**src/rtl/camera_spi_pkg.sv**
```systemverilog
`default_nettype none
// ============================================================================
// Module      : camera_spi_pkg
// Description : Shared opcodes, read-path state type, status bit positions
//               and the zoom clamp helper for the camera SPI register block.
// Revision    : 1.0 - initial release
// ============================================================================
package camera_spi_pkg;

  localparam logic [7:0] OP_CAPTURE     = 8'h20;
  localparam logic [7:0] OP_BYTES_AVAIL = 8'h21;
  localparam logic [7:0] OP_READ_DATA   = 8'h22;
  localparam logic [7:0] OP_ZOOM        = 8'h23;
  localparam logic [7:0] OP_METERING    = 8'h25;
  localparam logic [7:0] OP_COMPRESSION = 8'h26;
  localparam logic [7:0] OP_STATUS      = 8'h27;
  localparam logic [7:0] OP_POWER_SAVE  = 8'h28;

  typedef enum logic [1:0] {
    IDLE     = 2'd0,
    PREFETCH = 2'd1,
    STREAM   = 2'd2
  } read_state_t;

  localparam int STATUS_READY_BIT    = 0;
  localparam int STATUS_BUSY_BIT     = 1;
  localparam int STATUS_REJECTED_BIT = 2;

  // Limit a requested resolution to the legal window [lo, hi].
  function automatic logic [15:0] clamp16(input logic [15:0] v,
                                          input logic [15:0] lo,
                                          input logic [15:0] hi);
    if (v < lo) return lo;
    if (v > hi) return hi;
    return v;
  endfunction

endpackage
`default_nettype wire

```
**src/rtl/spi_edge_monitor.sv**
```systemverilog
`default_nettype none
// ============================================================================
// Module      : spi_edge_monitor
// Description : Two-flop history register producing single-cycle rise and
//               fall indications for each bit of the monitored input.
// Revision    : 1.0 - initial release
// ============================================================================
module spi_edge_monitor #(
  parameter int WIDTH = 1
) (
  input  logic             clk_i,
  input  logic             rst_n_i,
  input  logic [WIDTH-1:0] sig_i,
  output logic [WIDTH-1:0] rise_o,
  output logic [WIDTH-1:0] fall_o
);

  logic [WIDTH-1:0] stage1_q;
  logic [WIDTH-1:0] stage2_q;

  // Keep the two most recent samples of the input.
  always_ff @(posedge clk_i) begin
    if (!rst_n_i) begin
      stage1_q <= '0;
      stage2_q <= '0;
    end else begin
      stage1_q <= sig_i;
      stage2_q <= stage1_q;
    end
  end

  assign rise_o = stage1_q & ~stage2_q;
  assign fall_o = ~stage1_q & stage2_q;

endmodule
`default_nettype wire

```
**src/rtl/spi_camera_registers_multi.sv**
```systemverilog
`default_nettype none
// ============================================================================
// Module      : spi_camera_registers_multi
// Description : Decodes camera opcodes from the SPI target into control
//               outputs, status/metering readback and prefetched image
//               buffer streaming.
// Revision    : 1.0 - initial release
// ============================================================================
module spi_camera_registers_multi
  import camera_spi_pkg::*;
#(
  parameter int ADDR_WIDTH     = 16,
  parameter int RES_WIDTH      = 10,
  parameter int RES_MIN        = 100,
  parameter int RES_MAX        = 720,
  parameter int RES_DEFAULT    = 360,
  parameter int METER_CHANNELS = 6,
  parameter int READ_LATENCY   = 1
) (
  input  logic                        clock_in,
  input  logic                        reset_n_in,
  input  logic [7:0]                  op_code_in,
  input  logic                        op_code_valid_in,
  input  logic [7:0]                  operand_in,
  input  logic                        operand_valid_in,
  input  logic [7:0]                  operand_count_in,
  output logic [7:0]                  response_out,
  output logic                        response_valid_out,
  output logic                        start_capture_out,
  output logic [RES_WIDTH-1:0]        half_resolution_out,
  output logic [1:0]                  compression_factor_out,
  output logic                        power_save_enable_out,
  input  logic                        image_ready_in,
  input  logic [ADDR_WIDTH-1:0]       image_total_size_in,
  input  logic [7:0]                  image_data_in,
  output logic [ADDR_WIDTH-1:0]       image_address_out,
  input  logic [8*METER_CHANNELS-1:0] metering_in
);

  localparam int NB = ADDR_WIDTH / 8;

  // Edge indications
  logic op_rise, op_fall, opnd_rise, opnd_fall, rdy_rise, rdy_fall;
  logic unused_falls;

  // Control state
  logic [7:0]           op_q;
  logic                 busy_q;
  logic                 rejected_q;
  logic                 start_capture_q;
  logic [15:0]          zoom_shadow_q;
  logic [RES_WIDTH-1:0] half_res_q;
  logic [1:0]           compression_q;
  logic                 power_save_q;

  // Read path state
  read_state_t          rd_state_q;
  logic [1:0]           wait_q;
  logic [7:0]           hold_q;
  logic [ADDR_WIDTH-1:0] addr_q;

  // Response path
  logic [7:0]           response_d, response_q;
  logic                 response_valid_d, response_valid_q;
  logic [7:0]           status_byte;
  logic [ADDR_WIDTH-1:0] remaining;
  logic [RES_WIDTH-1:0] zoom_clamped;

  logic capture_go, capture_rej, operand_wr;

  spi_edge_monitor #(.WIDTH(1)) u_op_mon (
    .clk_i(clock_in), .rst_n_i(reset_n_in), .sig_i(op_code_valid_in),
    .rise_o(op_rise), .fall_o(op_fall)
  );

  spi_edge_monitor #(.WIDTH(1)) u_operand_mon (
    .clk_i(clock_in), .rst_n_i(reset_n_in), .sig_i(operand_valid_in),
    .rise_o(opnd_rise), .fall_o(opnd_fall)
  );

  spi_edge_monitor #(.WIDTH(1)) u_ready_mon (
    .clk_i(clock_in), .rst_n_i(reset_n_in), .sig_i(image_ready_in),
    .rise_o(rdy_rise), .fall_o(rdy_fall)
  );

  assign unused_falls = opnd_fall | rdy_fall;

  assign capture_go  = op_rise && (op_code_in == OP_CAPTURE) && !busy_q;
  assign capture_rej = op_rise && (op_code_in == OP_CAPTURE) && busy_q;
  assign operand_wr  = opnd_rise && op_code_valid_in;

  assign remaining = (image_total_size_in > addr_q) ? (image_total_size_in - addr_q) : '0;

  assign zoom_clamped = RES_WIDTH'(clamp16(16'(zoom_shadow_q[RES_WIDTH-1:0]),
                                           16'(RES_MIN), 16'(RES_MAX)));

  // Assemble the status byte from the busy/rejected flags and live ready level.
  always_comb begin
    status_byte                      = '0;
    status_byte[STATUS_READY_BIT]    = image_ready_in;
    status_byte[STATUS_BUSY_BIT]     = busy_q;
    status_byte[STATUS_REJECTED_BIT] = rejected_q;
  end

  // Capture lock, zoom shadow/commit and simple control registers.
  always_ff @(posedge clock_in) begin
    if (!reset_n_in) begin
      op_q            <= '0;
      busy_q          <= 1'b0;
      rejected_q      <= 1'b0;
      start_capture_q <= 1'b0;
      zoom_shadow_q   <= 16'(RES_DEFAULT);
      half_res_q      <= RES_WIDTH'(RES_DEFAULT);
      compression_q   <= '0;
      power_save_q    <= 1'b0;
    end else begin
      start_capture_q <= capture_go;
      if (op_rise) op_q <= op_code_in;

      // A new capture outranks a simultaneous ready rise.
      if (capture_go)    busy_q <= 1'b1;
      else if (rdy_rise) busy_q <= 1'b0;

      // A rejection outranks the clear-on-read of the status opcode.
      if (capture_rej)                           rejected_q <= 1'b1;
      else if (op_fall && (op_q == OP_STATUS))   rejected_q <= 1'b0;

      if (operand_wr) begin
        if (op_code_in == OP_ZOOM) begin
          if (operand_count_in == 8'd0)      zoom_shadow_q[15:8] <= operand_in;
          else if (operand_count_in == 8'd1) zoom_shadow_q[7:0]  <= operand_in;
        end
        if (op_code_in == OP_COMPRESSION) compression_q <= operand_in[1:0];
        if (op_code_in == OP_POWER_SAVE)  power_save_q  <= operand_in[0];
      end

      if (op_fall && (op_q == OP_ZOOM)) half_res_q <= zoom_clamped;
    end
  end

  // Image read FSM: prefetch over the buffer latency, then stream held bytes.
  always_ff @(posedge clock_in) begin
    if (!reset_n_in) begin
      rd_state_q <= IDLE;
      wait_q     <= '0;
      hold_q     <= '0;
      addr_q     <= '0;
    end else begin
      if (capture_go) addr_q <= '0;
      case (rd_state_q)
        IDLE: begin
          if (op_rise && (op_code_in == OP_READ_DATA)) begin
            rd_state_q <= PREFETCH;
            wait_q     <= '0;
          end
        end
        PREFETCH: begin
          // Data for the current address is visible one cycle after the
          // buffer's final pipeline stage loads it.
          if (wait_q == 2'(READ_LATENCY)) begin
            hold_q     <= image_data_in;
            rd_state_q <= STREAM;
          end else begin
            wait_q <= wait_q + 2'd1;
          end
        end
        STREAM: begin
          if (opnd_rise && (addr_q < image_total_size_in)) begin
            addr_q     <= addr_q + ADDR_WIDTH'(1);
            rd_state_q <= PREFETCH;
            wait_q     <= '0;
          end
        end
        default: rd_state_q <= IDLE;
      endcase
      if (op_fall) rd_state_q <= IDLE;
    end
  end

  // Select the response byte for the opcode currently on the bus.
  always_comb begin
    response_d       = '0;
    response_valid_d = 1'b0;
    if (op_code_valid_in) begin
      case (op_code_in)
        OP_BYTES_AVAIL: begin
          response_valid_d = 1'b1;
          for (int j = 0; j < NB; j++) begin
            if (operand_count_in == 8'(NB - 1 - j)) response_d = remaining[8*j +: 8];
          end
        end
        OP_READ_DATA: begin
          response_valid_d = (rd_state_q == STREAM);
          response_d       = hold_q;
        end
        OP_METERING: begin
          response_valid_d = 1'b1;
          for (int k = 0; k < METER_CHANNELS; k++) begin
            if (operand_count_in == 8'(k)) response_d = metering_in[8*k +: 8];
          end
        end
        OP_STATUS: begin
          response_valid_d = 1'b1;
          response_d       = status_byte;
        end
        default: ;
      endcase
    end
  end

  // Register the response toward the SPI target.
  always_ff @(posedge clock_in) begin
    if (!reset_n_in) begin
      response_q       <= '0;
      response_valid_q <= 1'b0;
    end else begin
      response_q       <= response_d;
      response_valid_q <= response_valid_d;
    end
  end

  assign response_out           = response_q;
  assign response_valid_out     = response_valid_q;
  assign start_capture_out      = start_capture_q;
  assign half_resolution_out    = half_res_q;
  assign compression_factor_out = compression_q;
  assign power_save_enable_out  = power_save_q;
  assign image_address_out      = addr_q;

endmodule
`default_nettype wire

```
**config.mk**
```make
export PLATFORM = sky130hd
export DESIGN_NAME = spi_camera_registers_multi
export DESIGN_NICKNAME = d
export VERILOG_FILES = /design/src/rtl/camera_spi_pkg.sv /design/src/rtl/spi_edge_monitor.sv /design/src/rtl/spi_camera_registers_multi.sv
export SDC_FILE = /design/constraint.sdc
export NUM_CORES = 1
export LEC_CHECK = 0
export CELL_PAD_IN_SITES_DETAIL_PLACEMENT = 0
export CELL_PAD_IN_SITES_GLOBAL_PLACEMENT = 1
export CORE_ASPECT_RATIO = 2
export CORE_UTILIZATION = 31
export DETAILED_ROUTE_END_ITERATION = 10
export PLACE_DENSITY_LB_ADDON = 0.1
export SLEW_MARGIN = 20
export SYNTH_ARGS = -nofsm -noshare
export SYNTH_HDL_FRONTEND = slang
export SYNTH_SLANG_ARGS = --single-unit
```
**constraint.sdc**
```tcl
create_clock -name clock_in -period 2.79 [get_ports clock_in]
set_clock_uncertainty 0.2 [all_clocks]
set_input_delay 0.558 -clock clock_in [delete_from_list [all_inputs] [get_ports clock_in]]
set_output_delay 0.558 -clock clock_in [all_outputs]
set_load 0.05 [all_outputs]
```
==> flow_summary.rst <==
.. list-table::
   :header-rows: 1

   * - Metric
     - Value
   * - Via count of the routed design
     - 5409
   * - Power density normalized to cell area
     - 362 nW/um^2
   * - Total routing resource utilization after global routing
     - 0.237
   * - Maximum number of pins on one net before global-route repair
     - 30
   * - Buffers plus inverters on the worst setup path
     - 3
   * - Reg2Reg Setup Slack
     - 0.12 ns
   * - Cell with the largest stage delay on the worst path
     - nor4_1
   * - Global-route wire length before repair
     - 27500 um
   * - Final-layout worst hold slack
     - 0.252 ns
   * - GRT Residual Overflow
     - 0
   * - EDFF count, synth
     - 0
   * - Post-synthesis instance area
     - 4640 sq um
   * - Worst-path clk slew
     - 0.07 ns
   * - Total core area
     - 14500 sq um
   * - Max incr delay on CP
     - 0.47 ns
   * - Category of the worst setup path capture point
     - flop
   * - Req. time, crit path
     - 2.82 ns
   * - Final max-slew violation count
     - 0
   * - Tightest Hold Check Type
     - reg2reg
   * - Number of instances on the worst hold path
     - 2
   * - Mapped Nets
     - 721
   * - Crit start category
     - input port
   * - Syn Area/Cell
     - 7.72 sq um
   * - Gate family responsible for the most delay along the worst path
     - simple AND/OR/NAND/NOR gates
   * - Transition at the pin with the smallest max-transition slack
     - 0.612 ns
   * - Max-slew headroom
     - 0.591
   * - Max-capacitance violation count
     - 0
   * - Site row count
     - 62
   * - Static leakage
     - 0.00305 uW
   * - Critical setup path kind
     - in2reg
   * - Net count, final
     - 972
   * - Max VDD drop
     - 313 uV
   * - Post-Route Utilization
     - 0.540
   * - Count of endpoints failing setup in the final report
     - 0
   * - Top cell type by total area after synthesis
     - dfxtp_1
   * - Syn Inst Count
     - 601
   * - First-iteration detailed-routing DRC count
     - 227
   * - FMAX
     - 375 MHz
   * - Count of distinct cell types in the synthesized netlist
     - 64
   * - Clk buf depth
     - 2
   * - Vert. Die Dim
     - 175 um
   * - # port buffers
     - 139
   * - Share of cells above drive strength 1
     - 0.233
   * - Part of the cycle the worst path needs
     - 0.956
   * - Post-synth top cells
     - 80 x nand2_1, 77 x dfxtp_1, 55 x nor2_1
   * - Detailed-route wire length
     - 18000 um
   * - Result of the run
     - completed
   * - Final Hold Vio Count
     - 0
   * - Number of design rule violations left after detail routing
     - 0
   * - Most instantiated library cell after synthesis
     - nand2_1
   * - Largest fanout on the critical path
     - 3
   * - ANT nets after route
     - 0
   * - Synthesis-to-layout area growth
     - 68.6%
   * - Initial antenna violation count
     - 1
   * - Overall die area
     - 15500 sq um
   * - Total number of yosys warnings
     - 0
   * - Final GP Congestion
     - 0.896
   * - Half-perimeter wire length after detailed placement
     - 14500 um
   * - Per-cell routed wire length
     - 17.1 um
   * - Total CTS buffers
     - 9
   * - Ordered cell list for the critical path
     - clkdlybuf4s50_1, nor4_1, buf_4, nand2_1, or2_2, nor4_1, buf_4, mux2i_1, nand2_1
   * - Part of the Yosys area used for sequential elements
     - 0.332
   * - Vias in the first global route
     - 5507
   * - RSZ-0062 raised after global routing
     - false
   * - FF-to-FF path depth
     - 10
   * - Later-pin clock latency in the skew report
     - 0.34 ns
   * - H-tree lvl count
     - 3
   * - Commonest register cell after synthesis
     - dfxtp_1
   * - Routed vias/inst
     - 5.16
   * - FFs w/ async S/R, synth
     - 0
   * - Total of flip-flops plus latches after synthesis
     - 77
   * - Number of sinks driven by the clock tree
     - 77
   * - End point of the most critical hold path
     - op_q[7]
   * - Area contributors post-synth
     - dfxtp_1 33%, nand2_1 6.5%, ha_1 4.9%, o21ai_0 4.7%, a21oi_1 4.5%
   * - Worst path arrival time
     - 2.69 ns
   * - Tmin final
     - 2.67 ns
   * - Router iterations before antenna repair
     - 4
   * - Area share of the leading cell type in the synthesized netlist
     - 0.332
   * - TritonCTS clock tree
     - yes
   * - Ant diodes
     - 0
   * - RR Endpoint
     - image_address_out[3]
   * - Root Driver
     - clkbuf_16
   * - Worst Hold Launch
     - op_q[7]
   * - Reg-to-reg critical path startpoint
     - image_address_out[0]
   * - Total negative slack for setup checks
     - 0 ns
   * - Io pins
     - 140
   * - DIE WIDTH
     - 88.5 um
   * - Initial cell density of the core
     - 0.320
==> layout by cell type, fill, tap and decap left out, drive strengths merged, types with 3 or more instances in the layout <==
master	n
dfxtp	77
clkdlybuf4s50	120
a31o	3
a21o	8
nor2	55
o31a	3
buf	126
nor3	18
inv	33
or4	8
nand2b	13
nand2	80
o21ai	46
mux2i	19
xnor2	3
dlymetal6s2s	10
ha	18
clkbuf	11
o21a	4
o211ai	12
a211oi	6
nor2b	16
a31oi	11
nand3	10
clkdlybuf4s15	3
a21oi	42
dlygate4sd2	5
nand4	8
o41ai	4
o31ai	9
and3	3
a22oi	10
and2	6
or3	6
nor3b	3
nor4	9
==> power by group <==
| part | leakage, uW | switching, uW | internal (uW) | total (uW) |
|---|---|---|---|---|
| Combinational | 0.00228 | 222 | 303 | 525 |
| Sequential | 0.000630 | 5.47 | 1110 | 1110 |
| Clock | 0.000140 | 495 | 700 | 1200 |
==> area by class of cell <==
class                      instances  area (sq um)
sequential                        77          1560
timing repair buffer             265          2440
multi-input combinational        467          3170
clock inverter                     6          68.8
inverter                          32           120
fill                            1416          6680
clock buffer                      10           229
tap                              192           240
==> flip-flops by register name, summed over array words and instances (netlist names), 2 cells and up <==
signal / cells
rd_state_q: 2
zoom_shadow_q: 10
compression_factor_out: 2
response_out: 8
half_resolution_out: 10
hold_q: 8
image_address_out: 16
op_q: 8
wait_q: 2
==> stage by stage <==
| step | setup WS (ns) | std cells | power (uW) | cell area, sq um |
|---|---|---|---|---|
| 6_report | 0.124 | 1049 | 2830 | 7830 |
| 5_1_grt | 0.0139 | 1049 | 2950 | 7830 |
| 4_1_cts | -0.00660 | 1043 | 2840 | 7580 |
| 3_5_place_dp | -0.602 | 1021 | 1620 | 7110 |
| 3_3_place_gp | -0.533 | 1021 | 1620 | 7110 |
| 2_1_floorplan | -0.0406 | 601 | 1320 | 4680 |
==> worst max path at each step <==
stage / startpoint / endpoint / slack (ns) / depth (start not counted)
after global placement: image_total_size_in[0] / image_address_out[11] / -0.53 / 11
after CTS: image_total_size_in[2] / response_out[5] / -0.007 / 9
after detailed placement: image_total_size_in[0] / image_address_out[14] / -0.60 / 11
after floorplan: image_address_out[10] / image_address_out[6] / -0.04 / 12
after global routing: image_address_out[0] / response_out[5] / 0.01 / 9
final: operand_count_in[2] / zoom_shadow_q[8] / 0.12 / 9
==> kinds of logic after synthesis <==
kind of cell / synth area share
xor+xnor: 0.00944
mux: 0.0507
buf+inv: 0.0461
fa+ha+maj: 0.0528
simple gates: 0.264
compound gates: 0.245
flops: 0.332
==> worst min-delay path: stages, from the launching register on <==
cell     delay, ns
dfxtp_1       0.31
nand2_1       0.05
a21oi_1       0.05
==> metal layers <==
layer | wire length [um] | part of all wire | vias up | track usage
li1 | - | - | 2684 | -
met1 | 6110 | 0.34 | 2539 | 0.221
met2 | 10500 | 0.59 | 140 | 0.470
met3 | 570 | 0.032 | 44 | 0.0354
met4 | 762 | 0.042 | 2 | 0.114
met5 | 17 | 0.00095 | - | 0
==> what timing repair did <==
| action | in CTS | in global routing |
|---|---|---|
| hold buffers | 0 | 0 |
| setup endpoints to repair | 27 | 23 |
| buffers inserted | 5 | 5 |
| pin swaps | 13 | 26 |
| gates resized for setup | 35 | 42 |
| gates cloned | 1 | 1 |
Note: power is estimated with default switching activity, not from simulation.
